## config.mk

```make
export PLATFORM = sky130hd
export DESIGN_NAME = code_entry_collector_flat
export DESIGN_NICKNAME = d
export VERILOG_FILES = /design/src/rtl/code_entry_collector_if.sv /design/src/rtl/code_entry_collector.sv /design/src/flat_wrapper.sv
export SDC_FILE = /design/constraint.sdc
export NUM_CORES = 1
export LEC_CHECK = 0
export CAP_MARGIN = 5
export CORE_MARGIN = 5
export CORE_UTILIZATION = 50
export DETAILED_ROUTE_END_ITERATION = 7
export GPL_ROUTABILITY_DRIVEN = 0
export HOLD_SLACK_MARGIN = 0.03
export PLACE_DENSITY = 0.83
export SYNTH_ARGS = -nofsm -noshare
export SYNTH_HDL_FRONTEND = slang
export SYNTH_SLANG_ARGS = --single-unit
```

## constraint.sdc

```tcl
create_clock -name clk -period 2.2 [get_ports clk]
set_clock_uncertainty 0.05 [all_clocks]
set_input_delay 0.44 -clock clk [delete_from_list [all_inputs] [get_ports clk]]
set_output_delay 0.44 -clock clk [all_outputs]
set_load 0.02 [all_outputs]
```

## src/rtl/code_entry_collector_if.sv

```systemverilog
// -----------------------------------------------------------------------------
// code_entry_collector_if
// Carries the finished code word from the code entry collector to the lock FSM
// under a valid/ack handshake.
//   code_out   : assembled code, right-aligned, first digit most significant
//   code_len   : number of digits held in code_out
//   code_valid : code presented, held until code_ack
//   code_ack   : consumer accepts the presented code
// master = collector (producer), slave = lock FSM (consumer).
// -----------------------------------------------------------------------------
interface code_entry_collector_if #(
   parameter int DIGITS  = 4,
   parameter int DIGIT_W = 4
);
   localparam int CODE_W = DIGITS * DIGIT_W;
   localparam int LEN_W  = $clog2(DIGITS + 1);

   logic [CODE_W-1:0] code_out;
   logic [LEN_W-1:0]  code_len;
   logic              code_valid;
   logic              code_ack;

   modport master (
      output code_out,
      output code_len,
      output code_valid,
      input  code_ack
   );

   modport slave (
      input  code_out,
      input  code_len,
      input  code_valid,
      output code_ack
   );
endinterface

```

## src/rtl/code_entry_collector.sv

```systemverilog
// -----------------------------------------------------------------------------
// code_entry_collector
// Front-end input stage of the digital lock. Debounces the digit, enter and
// clear buttons, collects up to DIGITS nibbles from the switches and presents
// the finished code to the lock FSM over a valid/ack handshake.
//
// Ports:
//   clk        : system clock, all logic on posedge
//   rst_n      : asynchronous active-low reset
//   switches   : digit value, sampled on an accepted digit press
//   digit_btn  : raw "store digit" button
//   enter_btn  : raw confirm button
//   clear_btn  : raw clear button
//   cif        : code handshake (code_out, code_len, code_valid, code_ack)
//   busy       : high while collecting or presenting
//   overflow   : sticky, digit pressed with a full buffer; cleared on IDLE entry
//   timeout    : one-cycle pulse on auto-clear of an abandoned entry
//
// Optional feature macro: ENTRY_TIMEOUT_EN
//   defined   : an idle counter in COLLECT auto-clears the entry after
//               TIMEOUT_CYCLES cycles without a button event
//   undefined : no counter, COLLECT waits indefinitely, timeout tied low
// -----------------------------------------------------------------------------
module code_entry_collector #(
   parameter int DIGITS          = 4,
   parameter int DIGIT_W         = 4,
   parameter int DEBOUNCE_CYCLES = 15,
   parameter int TIMEOUT_CYCLES  = 15
) (
   input  logic               clk,
   input  logic               rst_n,
   input  logic [DIGIT_W-1:0] switches,
   input  logic               digit_btn,
   input  logic               enter_btn,
   input  logic               clear_btn,
   code_entry_collector_if.master cif,
   output logic               busy,
   output logic               overflow,
   output logic               timeout
);

   localparam int CODE_W = DIGITS * DIGIT_W;
   localparam int LEN_W  = $clog2(DIGITS + 1);
   localparam int DB_W   = $clog2(DEBOUNCE_CYCLES + 1);

   localparam logic [DB_W-1:0]  DB_MAX  = DB_W'(DEBOUNCE_CYCLES);
   localparam logic [LEN_W-1:0] LEN_MAX = LEN_W'(DIGITS);

   typedef enum logic [1:0] {
      ST_IDLE    = 2'd0,
      ST_COLLECT = 2'd1,
      ST_PRESENT = 2'd2
   } state_t;

   // Button lanes: [0] digit, [1] enter, [2] clear
   logic [2:0]           raw_s;
   logic [2:0]           prev_r;
   logic [2:0][DB_W-1:0] db_cnt_r;
   logic [2:0]           at_max_r;
   logic [2:0]           ev_r;

   logic dig_ev_s;
   logic ent_ev_s;
   logic clr_ev_s;

   state_t            state_r;
   state_t            state_next_s;
   logic [CODE_W-1:0] digits_r;
   logic [CODE_W-1:0] digits_next_s;
   logic [LEN_W-1:0]  count_r;
   logic [LEN_W-1:0]  count_next_s;
   logic [CODE_W-1:0] code_r;
   logic [CODE_W-1:0] code_next_s;
   logic [LEN_W-1:0]  len_r;
   logic [LEN_W-1:0]  len_next_s;
   logic              valid_r;
   logic              valid_next_s;
   logic              ovf_r;
   logic              ovf_next_s;
   logic              busy_r;

`ifdef ENTRY_TIMEOUT_EN
   localparam int TMO_W = $clog2(TIMEOUT_CYCLES + 1);
   localparam logic [TMO_W-1:0] TMO_LAST = TMO_W'(TIMEOUT_CYCLES - 1);

   logic [TMO_W-1:0] idle_r;
   logic [TMO_W-1:0] idle_next_s;
   logic             tmo_r;
   logic             tmo_next_s;
`endif

   assign raw_s = {clear_btn, enter_btn, digit_btn};

   // Debounce: count stable cycles per button and emit one registered pulse
   // the first cycle a pressed button has been stable for DEBOUNCE_CYCLES.
   // at_max_r remembers that the counter was already saturated, so a held
   // button never re-fires; a released button (prev_r=0) never fires.
   always_ff @(posedge clk or negedge rst_n) begin
      if (!rst_n) begin
         prev_r   <= 3'b000;
         db_cnt_r <= '0;
         at_max_r <= 3'b000;
         ev_r     <= 3'b000;
      end else begin
         prev_r <= raw_s;
         for (int i = 0; i < 3; i++) begin
            if (raw_s[i] != prev_r[i]) begin
               db_cnt_r[i] <= '0;
            end else if (db_cnt_r[i] != DB_MAX) begin
               db_cnt_r[i] <= db_cnt_r[i] + 1'b1;
            end else begin
               db_cnt_r[i] <= db_cnt_r[i];
            end
            at_max_r[i] <= (db_cnt_r[i] == DB_MAX);
            ev_r[i]     <= (db_cnt_r[i] == DB_MAX) && !at_max_r[i] && prev_r[i];
         end
      end
   end

   // Same-cycle events resolve as clear > enter > digit
   assign clr_ev_s = ev_r[2];
   assign ent_ev_s = ev_r[1] & ~ev_r[2];
   assign dig_ev_s = ev_r[0] & ~ev_r[1] & ~ev_r[2];

   // Entry FSM: next state and next values of all datapath registers
   always_comb begin
      state_next_s  = state_r;
      digits_next_s = digits_r;
      count_next_s  = count_r;
      code_next_s   = code_r;
      len_next_s    = len_r;
      valid_next_s  = valid_r;
      ovf_next_s    = ovf_r;
`ifdef ENTRY_TIMEOUT_EN
      idle_next_s   = '0;
      tmo_next_s    = 1'b0;
`endif
      case (state_r)
         ST_IDLE: begin
            if (dig_ev_s) begin
               digits_next_s = CODE_W'(switches);
               count_next_s  = LEN_W'(1);
               ovf_next_s    = 1'b0;
               state_next_s  = ST_COLLECT;
            end else begin
               // Empty codes are never presented; clear has nothing to clear
               state_next_s = ST_IDLE;
            end
         end
         ST_COLLECT: begin
            if (clr_ev_s) begin
               digits_next_s = '0;
               count_next_s  = '0;
               ovf_next_s    = 1'b0;
               state_next_s  = ST_IDLE;
            end else if (ent_ev_s) begin
               code_next_s  = digits_r;
               len_next_s   = count_r;
               valid_next_s = 1'b1;
               state_next_s = ST_PRESENT;
            end else if (dig_ev_s) begin
               if (count_r < LEN_MAX) begin
                  digits_next_s = (digits_r << DIGIT_W) | CODE_W'(switches);
                  count_next_s  = count_r + 1'b1;
               end else begin
                  ovf_next_s = 1'b1;
               end
            end else begin
`ifdef ENTRY_TIMEOUT_EN
               if (idle_r == TMO_LAST) begin
                  digits_next_s = '0;
                  count_next_s  = '0;
                  ovf_next_s    = 1'b0;
                  tmo_next_s    = 1'b1;
                  state_next_s  = ST_IDLE;
               end else begin
                  idle_next_s = idle_r + 1'b1;
               end
`else
               state_next_s = ST_COLLECT;
`endif
            end
         end
         ST_PRESENT: begin
            // Buttons are ignored here so code_out/code_len stay stable
            if (cif.code_ack && valid_r) begin
               valid_next_s  = 1'b0;
               digits_next_s = '0;
               count_next_s  = '0;
               ovf_next_s    = 1'b0;
               state_next_s  = ST_IDLE;
            end else begin
               valid_next_s = valid_r;
            end
         end
         default: begin
            digits_next_s = '0;
            count_next_s  = '0;
            valid_next_s  = 1'b0;
            ovf_next_s    = 1'b0;
            state_next_s  = ST_IDLE;
         end
      endcase
   end

   // FSM state, datapath and registered outputs
   always_ff @(posedge clk or negedge rst_n) begin
      if (!rst_n) begin
         state_r  <= ST_IDLE;
         digits_r <= '0;
         count_r  <= '0;
         code_r   <= '0;
         len_r    <= '0;
         valid_r  <= 1'b0;
         ovf_r    <= 1'b0;
         busy_r   <= 1'b0;
      end else begin
         state_r  <= state_next_s;
         digits_r <= digits_next_s;
         count_r  <= count_next_s;
         code_r   <= code_next_s;
         len_r    <= len_next_s;
         valid_r  <= valid_next_s;
         ovf_r    <= ovf_next_s;
         busy_r   <= (state_next_s != ST_IDLE);
      end
   end

`ifdef ENTRY_TIMEOUT_EN
   // Idle counter and auto-clear pulse for abandoned entries
   always_ff @(posedge clk or negedge rst_n) begin
      if (!rst_n) begin
         idle_r <= '0;
         tmo_r  <= 1'b0;
      end else begin
         idle_r <= idle_next_s;
         tmo_r  <= tmo_next_s;
      end
   end

   assign timeout = tmo_r;
`else
   assign timeout = 1'b0;
`endif

   assign cif.code_out   = code_r;
   assign cif.code_len   = len_r;
   assign cif.code_valid = valid_r;
   assign busy           = busy_r;
   assign overflow       = ovf_r;

endmodule
```

## src/flat_wrapper.sv

```systemverilog
// flat-port wrapper written by rule: the top's interface ports become plain ports
module code_entry_collector_flat 
#(
   parameter int DIGITS          = 4,
   parameter int DIGIT_W         = 4,
   parameter int DEBOUNCE_CYCLES = 15,
   parameter int TIMEOUT_CYCLES  = 15
)
  (clk, rst_n, switches, digit_btn, enter_btn, clear_btn, busy, overflow, timeout, cif_code_out, cif_code_len, cif_code_valid, cif_code_ack);
  code_entry_collector_if #(.DIGITS(DIGITS), .DIGIT_W(DIGIT_W)) cif_i ();
  input  logic clk;
  input  logic rst_n;
  input  logic [DIGIT_W-1:0] switches;
  input  logic digit_btn;
  input  logic enter_btn;
  input  logic clear_btn;
  output logic busy;
  output logic overflow;
  output logic timeout;
  output wire logic [$bits(cif_i.code_out)-1:0] cif_code_out;
  output wire logic [$bits(cif_i.code_len)-1:0] cif_code_len;
  output wire logic [$bits(cif_i.code_valid)-1:0] cif_code_valid;
  input wire logic [$bits(cif_i.code_ack)-1:0] cif_code_ack;
  assign cif_code_out = cif_i.code_out;
  assign cif_code_len = cif_i.code_len;
  assign cif_code_valid = cif_i.code_valid;
  assign cif_i.code_ack = cif_code_ack;
  code_entry_collector #(.DIGITS(DIGITS), .DIGIT_W(DIGIT_W), .DEBOUNCE_CYCLES(DEBOUNCE_CYCLES), .TIMEOUT_CYCLES(TIMEOUT_CYCLES)) u_core (.clk(clk), .rst_n(rst_n), .switches(switches), .digit_btn(digit_btn), .enter_btn(enter_btn), .clear_btn(clear_btn), .cif(cif_i), .busy(busy), .overflow(overflow), .timeout(timeout));
endmodule
```

==> After elaboration in Yosys (flattened, before gate mapping) <==
Cells that the tools add are included.
{ "classes": {"add_sub_neg": 4, "n_lt_le_gt_ge": 1, "eq_ne": 19, "n_mux": 36, "bitwise": 7, "reduce_logical": 19} }
{ "op_table": {"columns": ["op", "count"], "rows": [
  ["$mux 16", 6],
  ["$pmux 16 s3", 1],
  ["$mux 4", 6],
  ["$mux 3", 6],
  ["$or 16x4->16", 1],
  ["$add 4x1->4 const B", 3],
  ["$eq 4x4->1 const B", 3],
  ["$ne 4x4->1 const B", 3],
  ["$reduce_and 5->1", 2],
  ["$mux 1", 9],
  ["$pmux 3 s3", 1],
  ["$mux 2", 4],
  ["$reduce_bool 2->1", 4],
  ["$logic_and 1x1->1", 7],
  ["$ne 2x1->1 const B", 3],
  ["$ne 3x1->1 const B", 2],
  ["$ne 3x2->1 const B", 2],
  ["$pmux 1 s3", 2],
  ["$pmux 2 s3", 1],
  ["$reduce_and 4->1", 1],
  ["$add 3x1->3 const B", 1],
  ["$and 1x1->1", 3],
  ["$logic_not 1->1", 3],
  ["$lt 3x3->1 const B", 1],
  ["other kinds (7)", 11]
]} }
{ "word_totals": {"register_bits": 64, "inputBits": 10, "output_inout_bits": 23, "elab_cells": 100} }

==> Depth between registers and ports, before layout <==
Gate-level depths: netlist of the first run.
{ "depth": {"ltp_word": 8, "depth_mapped": 6, "mapped_depth_nobuf": 4} }

==> Worst setup path after synthesis of the first run <==
No wires, ideal clock.
{ "synth_timing": {"path_kind": "register -> register", "start": "reg u_core.valid_r (netlist: u_core.cif.code_valid)", "end": "reg u_core.digits_r[12]", "setup_ps": 64, "t_arrival_ps": 1395, "required_time_ps": 2086, "path_slack_ps": 691, "stages_incl_launch_ff": 6, "path_buffers": 1, "period_less_slack_ps": 1509, "path_cell_list": "dfrtp_1 > and3_2 > or3_4 > o21ai_2 > buf_6 > a22o_2"} }
{ "synth_via": {"elab_chain_len": 3} }
{ "synth_lines": {"columns": ["item", "line", "rtl"], "rows": [
  ["start, declared", "code_entry_collector.sv:76", "logic valid_r;"],
  ["start signal, assigned", "code_entry_collector.sv:223", "valid_r <= valid_next_s;"],
  ["$logic_and 1x1->1", "code_entry_collector.sv:186", "if (cif.code_ack && valid_r) begin"],
  ["$ne 2x1->1 (no source line)", null, null],
  ["$reduce_and 5->1 (no source line)", null, null],
  ["end signal, assigned", "code_entry_collector.sv:219", "digits_r <= digits_next_s;"],
  ["end, declared", "code_entry_collector.sv:68", "logic [CODE_W-1:0] digits_r;"]
]} }
No other way between the ends.
A chain may end at the register's enable or synchronous reset.

==> Worst setup path in the final report of the first run <==
{ "layout_timing": {"start": "reg u_core.valid_r (netlist: u_core.cif.code_valid)", "end": "out cif_code_valid"} }
{ "layout_rtl": {"columns": ["item", "line", "rtl"], "rows": [
  ["end, declared", "flat_wrapper.sv:22", "output wire logic [$bits(cif_i.code_valid)-1:0] cif_code_valid;"]
]} }
No word-level cell between the ends.

==> results_dict.tcl, run 1 <==
set metrics [dict create \
    status "finished, final reports clean" \
    yosysWarnings 0 \
    path_max_fanout 4 \
    syn_inst 242 \
    die_height_um 82.7 \
    tightest_slew_ns 0.668 \
    synth_nets 256 \
    start_util 0.517 \
    hp-class "input pin to async pin" \
    antenna_found_initial 0 \
    first_pass_iters 4 \
    p_leak_nw 1.57 \
    syn_to_final_growth_pct 20.8 \
    crit_family "buffers and inverters" \
    setup_viol 0 \
    rows 26 \
    grt_pass1_wl_um 8540 \
    peakVddDrop_v 0.000668 \
    diodes 0 \
    syn_area_per_cell_um2 10.9 \
    grt_max_degree 65 \
    cts_buffers 9 \
    coreArea_mm2 0.00511 \
    dp_hpwl_um 3340 \
    cp_cell_sequence "clkdlybuf4s50_1" \
    ys_seq_area_frac 0.606 \
    wl_um 4790 \
    setup_ws_ns 0.357 \
    ys_ff_latch 64 \
    max_stage_delay_ns 0.62 \
    critPathKind "flop to output port" \
    drt_iter0_drc 76 \
    io_pins 33 \
    post-place-ws_ns 0.202 \
    post_cts.repair.setup_buffers 0 \
    fmax_ghz 0.543 \
    synth_top_area_frac 0.606 \
    period_share 0.838 \
    grt-ovfl-total 0 \
    drv_cap 0 \
    synth_area_mm2 0.00264 \
    worstSetupEndpointType "output port" \
    critical_path_arrival_ns 1.35 \
    wl_per_cell_um 13.6 \
    drive_gt1_frac 0.121 \
    clock_sinks 64 \
    grt_use_total 0.173 \
    design_area_mm2 0.00319 \
    ctsHtreeMaxLevel 3 \
    nets 291 \
    drtAntennaViolNets 0 \
    drc 0 \
    post_dp_cell_area_mm2 0.00299 \
    cp.required_ns 1.71 \
    synth_top_area_cell "dfrtp_1" \
    cts_resized 0 \
    slew_headroom 0.551 \
    cts_tree "built" \
    nFillCells 430 \
    via_count 1804 \
    worstSkewPairLatency_ns 0.34 \
    die_area_mm2 0.00684 \
    io_buffers 31 \
    clkTransAtPathRegs_ns 0.07 \
    viasPerCell 5.13 \
    rsz0062_at_grt "no" \
    cellPowerDensity_mw_per_mm2 742 \
    synth_cell_type_count 33 \
    tns_ns 0 \
    synth_area_leaders "dfrtp_1 61%, nand2_1 9.5%, a22o_2 3.8%" \
    clock-root-buffer "clkbuf_8" \
    cts.hold.buffers_added 0 \
    grt_pass1_vias 1879 \
    finalHoldViolations 0 \
    period_needed_ns 1.84 \
    report.final.slew_viol_count 0 \
    die_x_um 82.7 \
    critPathBufInv 1 \
    cts_buffer_depth 2 \
    cp-start-kind "flop" \
    critPathSlowestCell "clkdlybuf4s50_1" \
]
-- report_power, final --
part	internal, mW	switching [mW]	leakage, nW
combinational	0.0577	0.0704	0.601
clock	0.586	0.406	0.0969
sequential	1.21	0.0376	0.873
-- state kept, by name, summed over array words and instances, names as in the netlist, 2 cells and up --
name / count
u_core.ev_r: 3
u_core.count_r: 3
u_core.cif.code_out: 16
u_core.digits_r: 16
u_core.cif.code_len: 3
u_core.db_cnt_r: 12
u_core.state_r: 2
u_core.at_max_r: 3
u_core.prev_r: 3
-- layout make-up --
class,instances,area (µm²),area share
clock buffer,14,163,0.0510
clock inverter,2,37.5,0.0118
inverter,4,15.0,0.00470
multi-input combinational,164,947,0.297
sequential,64,1600,0.502
tap,70,87.6,0.0274
timing repair buffer,34,340,0.107
-- per-stage QoR --
stage | instances | utilization | hold WS (ns) | total power [mW]
2_1_floorplan | 242 | - | 0.0944 | 1.33
3_3_place_gp | 336 | 0.586 | 0.338 | 1.39
3_5_place_dp | 336 | 0.586 | 0.339 | 1.40
4_1_cts | 352 | 0.625 | 0.0602 | 2.40
5_1_grt | 352 | 0.625 | 0.0604 | 2.48
6_report | 352 | 0.625 | 0.0454 | 2.37
-- placed cells by master, fill, tap and decap left out, drive strengths merged --
cell / n
a21oi: 5
a22o: 13
a31oi: 5
and3: 2
buf: 4
bufinv: 1
clkbuf: 14
clkdlybuf4s50: 30
clkinvlp: 1
conb: 1
dfrtp: 64
ha: 4
inv: 4
mux2i: 7
nand2: 67
nand2b: 1
nand3: 7
nor2: 18
nor2b: 1
nor3: 8
nor3b: 6
nor4: 1
o21ai: 6
o31a: 1
o31ai: 1
or2: 2
or3: 1
xnor2: 4
xor2: 3
-- Yosys cell counts, drive strengths merged --
| cell | n |
|---|---|
| clkbuf | 2 |
| buf | 8 |
| nand3 | 7 |
| nor2 | 18 |
| nor2b | 1 |
| nor3b | 6 |
| ha | 4 |
| inv | 4 |
| nand2b | 1 |
| a22o | 13 |
| nor4 | 1 |
| xnor2 | 4 |
| and3 | 2 |
| nand2 | 67 |
| o31a | 1 |
| o21ai | 6 |
| conb | 1 |
| dfrtp | 64 |
| a31oi | 5 |
| xor2 | 3 |
| o31ai | 1 |
| or2 | 2 |
| mux2i | 7 |
| a21oi | 5 |
| or3 | 1 |
| nor3 | 8 |
-- path summary, 6_finish.rpt --
path | endpoint | slack, ns | cells past startpoint | start
setup / recovery | cif_code_valid | 0.36 | 1 | u_core.cif.code_valid
hold / removal | u_core.digits_r[15] | 0.05 | 2 | rst_n
setup reg to reg | u_core.digits_r[13] | 0.38 | 3 | u_core.state_r[1]
hold reg to reg | u_core.ev_r[2] | 0.34 | 1 | u_core.at_max_r[2]
max in group asynchronous | u_core.db_cnt_r[9] | 1.78 | 2 | rst_n
min in group clk | u_core.ev_r[2] | 0.34 | 1 | u_core.at_max_r[2]
-- layer usage --
metal,part of all wire,vias up,global-route usage
met4,0.017,0,0.0588
li1,-,880,-
met2,0.51,37,0.292
met1,0.41,873,0.188
met3,0.063,14,0.0868
met5,0,-,0
-- cells by family (layout without fill, tap and decap cells) --
group | count (synthesis) | in the layout | synth area share
AOI/OAI and AO/OA | 31 | 31 | 0.0924
xor gates and xnor gates | 7 | 7 | 0.0232
adders and majority gates | 4 | 4 | 0.0189
buffers and inverters | 14 | 54 | 0.0351
DFF | 64 | 64 | 0.606
muxes | 7 | 7 | 0.0265
other | 1 | 1 | 0.00142
and+or+nand+nor | 114 | 114 | 0.196
No activity file was read; power rests on OpenSTA's default activity.
==> inputs of run 2 (changes only) <==
==> constraint.sdc (replaced) <==
create_clock -name clk -period 1.7 [get_ports clk]
set_clock_uncertainty 0.05 [all_clocks]
set_input_delay 0.34 -clock clk [delete_from_list [all_inputs] [get_ports clk]]
set_output_delay 0.34 -clock clk [all_outputs]
set_load 0.02 [all_outputs]
==> run 2 against run 1 <==
Against the previous run:
- cell count increased by 2.0%
- worst setup slack worse by 0.20 ns
- utilization increased by 1.8 points
- sequential power increased by 30%
- wire length rose by 2.3%
- register-to-register slack worse by 0.21 ns
- combinational power rose by 30%
- global-route usage down 0.27 points
- non-clock buffer count up 7
- via count grew 1.6%
- first-iteration DRC count up 46%
- cell area rose by 2.9%
- critical path type is now input pin to flop
- critical endpoint is now u_core.count_r[2]
==> results_dict.tcl, run 2 (synthesized netlist as in run 1, its figures left out) <==
set metrics [dict create \
    status "finished, final reports clean" \
    wl_per_cell_um 13.7 \
    coreArea_mm2 0.00511 \
    report.final.slew_viol_count 0 \
    period_share 0.905 \
    power_mw 3.26 \
    grt_max_degree 54 \
    via_count 1832 \
    hp-class "input pin to async pin" \
    clock_sinks 64 \
    grt_pass1_vias 1843 \
    diodes 0 \
    fmax_ghz 0.650 \
    first_pass_iters 4 \
    post-place-ws_ns -0.228 \
    critical_path_arrival_ns 1.71 \
    drive_gt1_frac 0.142 \
    path_max_fanout 2 \
    drv_cap 0 \
    viasPerCell 5.10 \
    io_pins 33 \
    cts_buffers 9 \
    final_common_cell "nand2_1" \
    dp_hpwl_um 3380 \
    grt_use_total 0.170 \
    grt-ovfl-total 0 \
    drt_iter0_drc 111 \
    rows 26 \
    peakVddDrop_v 0.000870 \
    drtAntennaViolNets 0 \
    grt_pass1_wl_um 8280 \
    die_area_mm2 0.00684 \
    io_buffers 31 \
    cp.required_ns 1.87 \
    cp_cell_sequence "clkdlybuf4s50_1, and3_2, or3_4, buf_4, a31oi_1, nor2_1" \
    syn_to_final_growth_pct 24.4 \
    cts_buffer_depth 2 \
    setup_ws_ns 0.162 \
    rsz0062_at_grt "no" \
    antenna_found_initial 0 \
    critPathSlowestCell "clkdlybuf4s50_1" \
    nets 298 \
    clkTransAtPathRegs_ns 0.07 \
    drc 0 \
    wl_um 4900 \
    worstSetupEndpointType "flop" \
    final_cell_mix "67 x nand2_1, 64 x dfrtp_1, 18 x nor2_1" \
    post_cts.repair.setup_buffers 0 \
    finalHoldWorstSlack_ns 0.355 \
    setup_viol 0 \
    start_util 0.517 \
    period_needed_ns 1.54 \
    cellPowerDensity_mw_per_mm2 994 \
    clock-root-buffer "clkbuf_8" \
    die_height_um 82.7 \
    p_leak_nw 1.83 \
    die_x_um 82.7 \
    ctsHtreeMaxLevel 3 \
    finalHoldViolations 0 \
    worstSkewPairLatency_ns 0.34 \
    max_stage_delay_ns 0.44 \
    cts_tree "built" \
    cp-start-kind "input pin" \
    critPathKind "input pin to flop" \
]
[run 2: changes by cell type in the layout (fill, tap and decap cells not counted), moves of 6 or more]
cell,delta
clkdlybuf4s50_1,-22
dlygate4sd2_1,+15
dlymetal6s2s_1,+7
buf_4,+6
[run 2: area by class of cell]
class	instances	area, µm²
timing repair buffer	41	394
inverter	4	15.0
clock buffer	14	173
multi-input combinational	164	955
tap	70	87.6
sequential	64	1600
clock inverter	2	60.1
fill	428	1820
[run 2: worst paths after layout]
kind / from / end / slack (ns) / depth (start not counted)
worst max-delay path: cif_code_ack / u_core.count_r[2] / 0.16 / 6
worst min-delay path: rst_n / u_core.cif.code_out[5] / 0.36 / 2
worst max register to register: u_core.ev_r[2] / u_core.digits_r[9] / 0.17 / 4
worst min register to register: u_core.at_max_r[1] / u_core.ev_r[1] / 0.36 / 1
max in group asynchronous: rst_n / u_core.count_r[0] / 0.68 / 3
min in group clk: u_core.at_max_r[1] / u_core.ev_r[1] / 0.36 / 1
[run 2: worst max-delay path: cells and delay by family]
| kind | cells | cell delay [ns] |
|---|---|---|
| simple gates | 3 | 0.64 |
| compound gates | 1 | 0.15 |
| buf+inv | 2 | 0.59 |
[run 2: what timing repair did]
action,CTS,global route
endpoints found under the setup margin,15,19
hold endpoints to repair,11,0
hold buffers,1,0
resized for setup,15,8
[run 2: power breakdown]
| part | leakage [nW] | internal, mW | switching [mW] |
|---|---|---|---|
| clock network | 0.117 | 0.948 | 0.533 |
| logic | 0.840 | 0.0741 | 0.0925 |
| registers | 0.873 | 1.57 | 0.0503 |
[run 2: per-layer routing]
layer,vias up,track usage,part of all wire
li1,893,-,-
met1,883,0.197,0.43
met2,48,0.267,0.49
met3,8,0.0651,0.062
met4,0,0.103,0.014
met5,-,0,0
[run 2: stage by stage]
stage               std cells  instance area, µm²  utilization  TNS [ns]
finish                    359                3290        0.643         0
global route              359                3290        0.643         0
CTS                       359                3260        0.638         0
detailed placement        342                3040        0.595     -3.19
global placement          342                3040        0.595     -2.65
floorplan                 242                2640            -         0
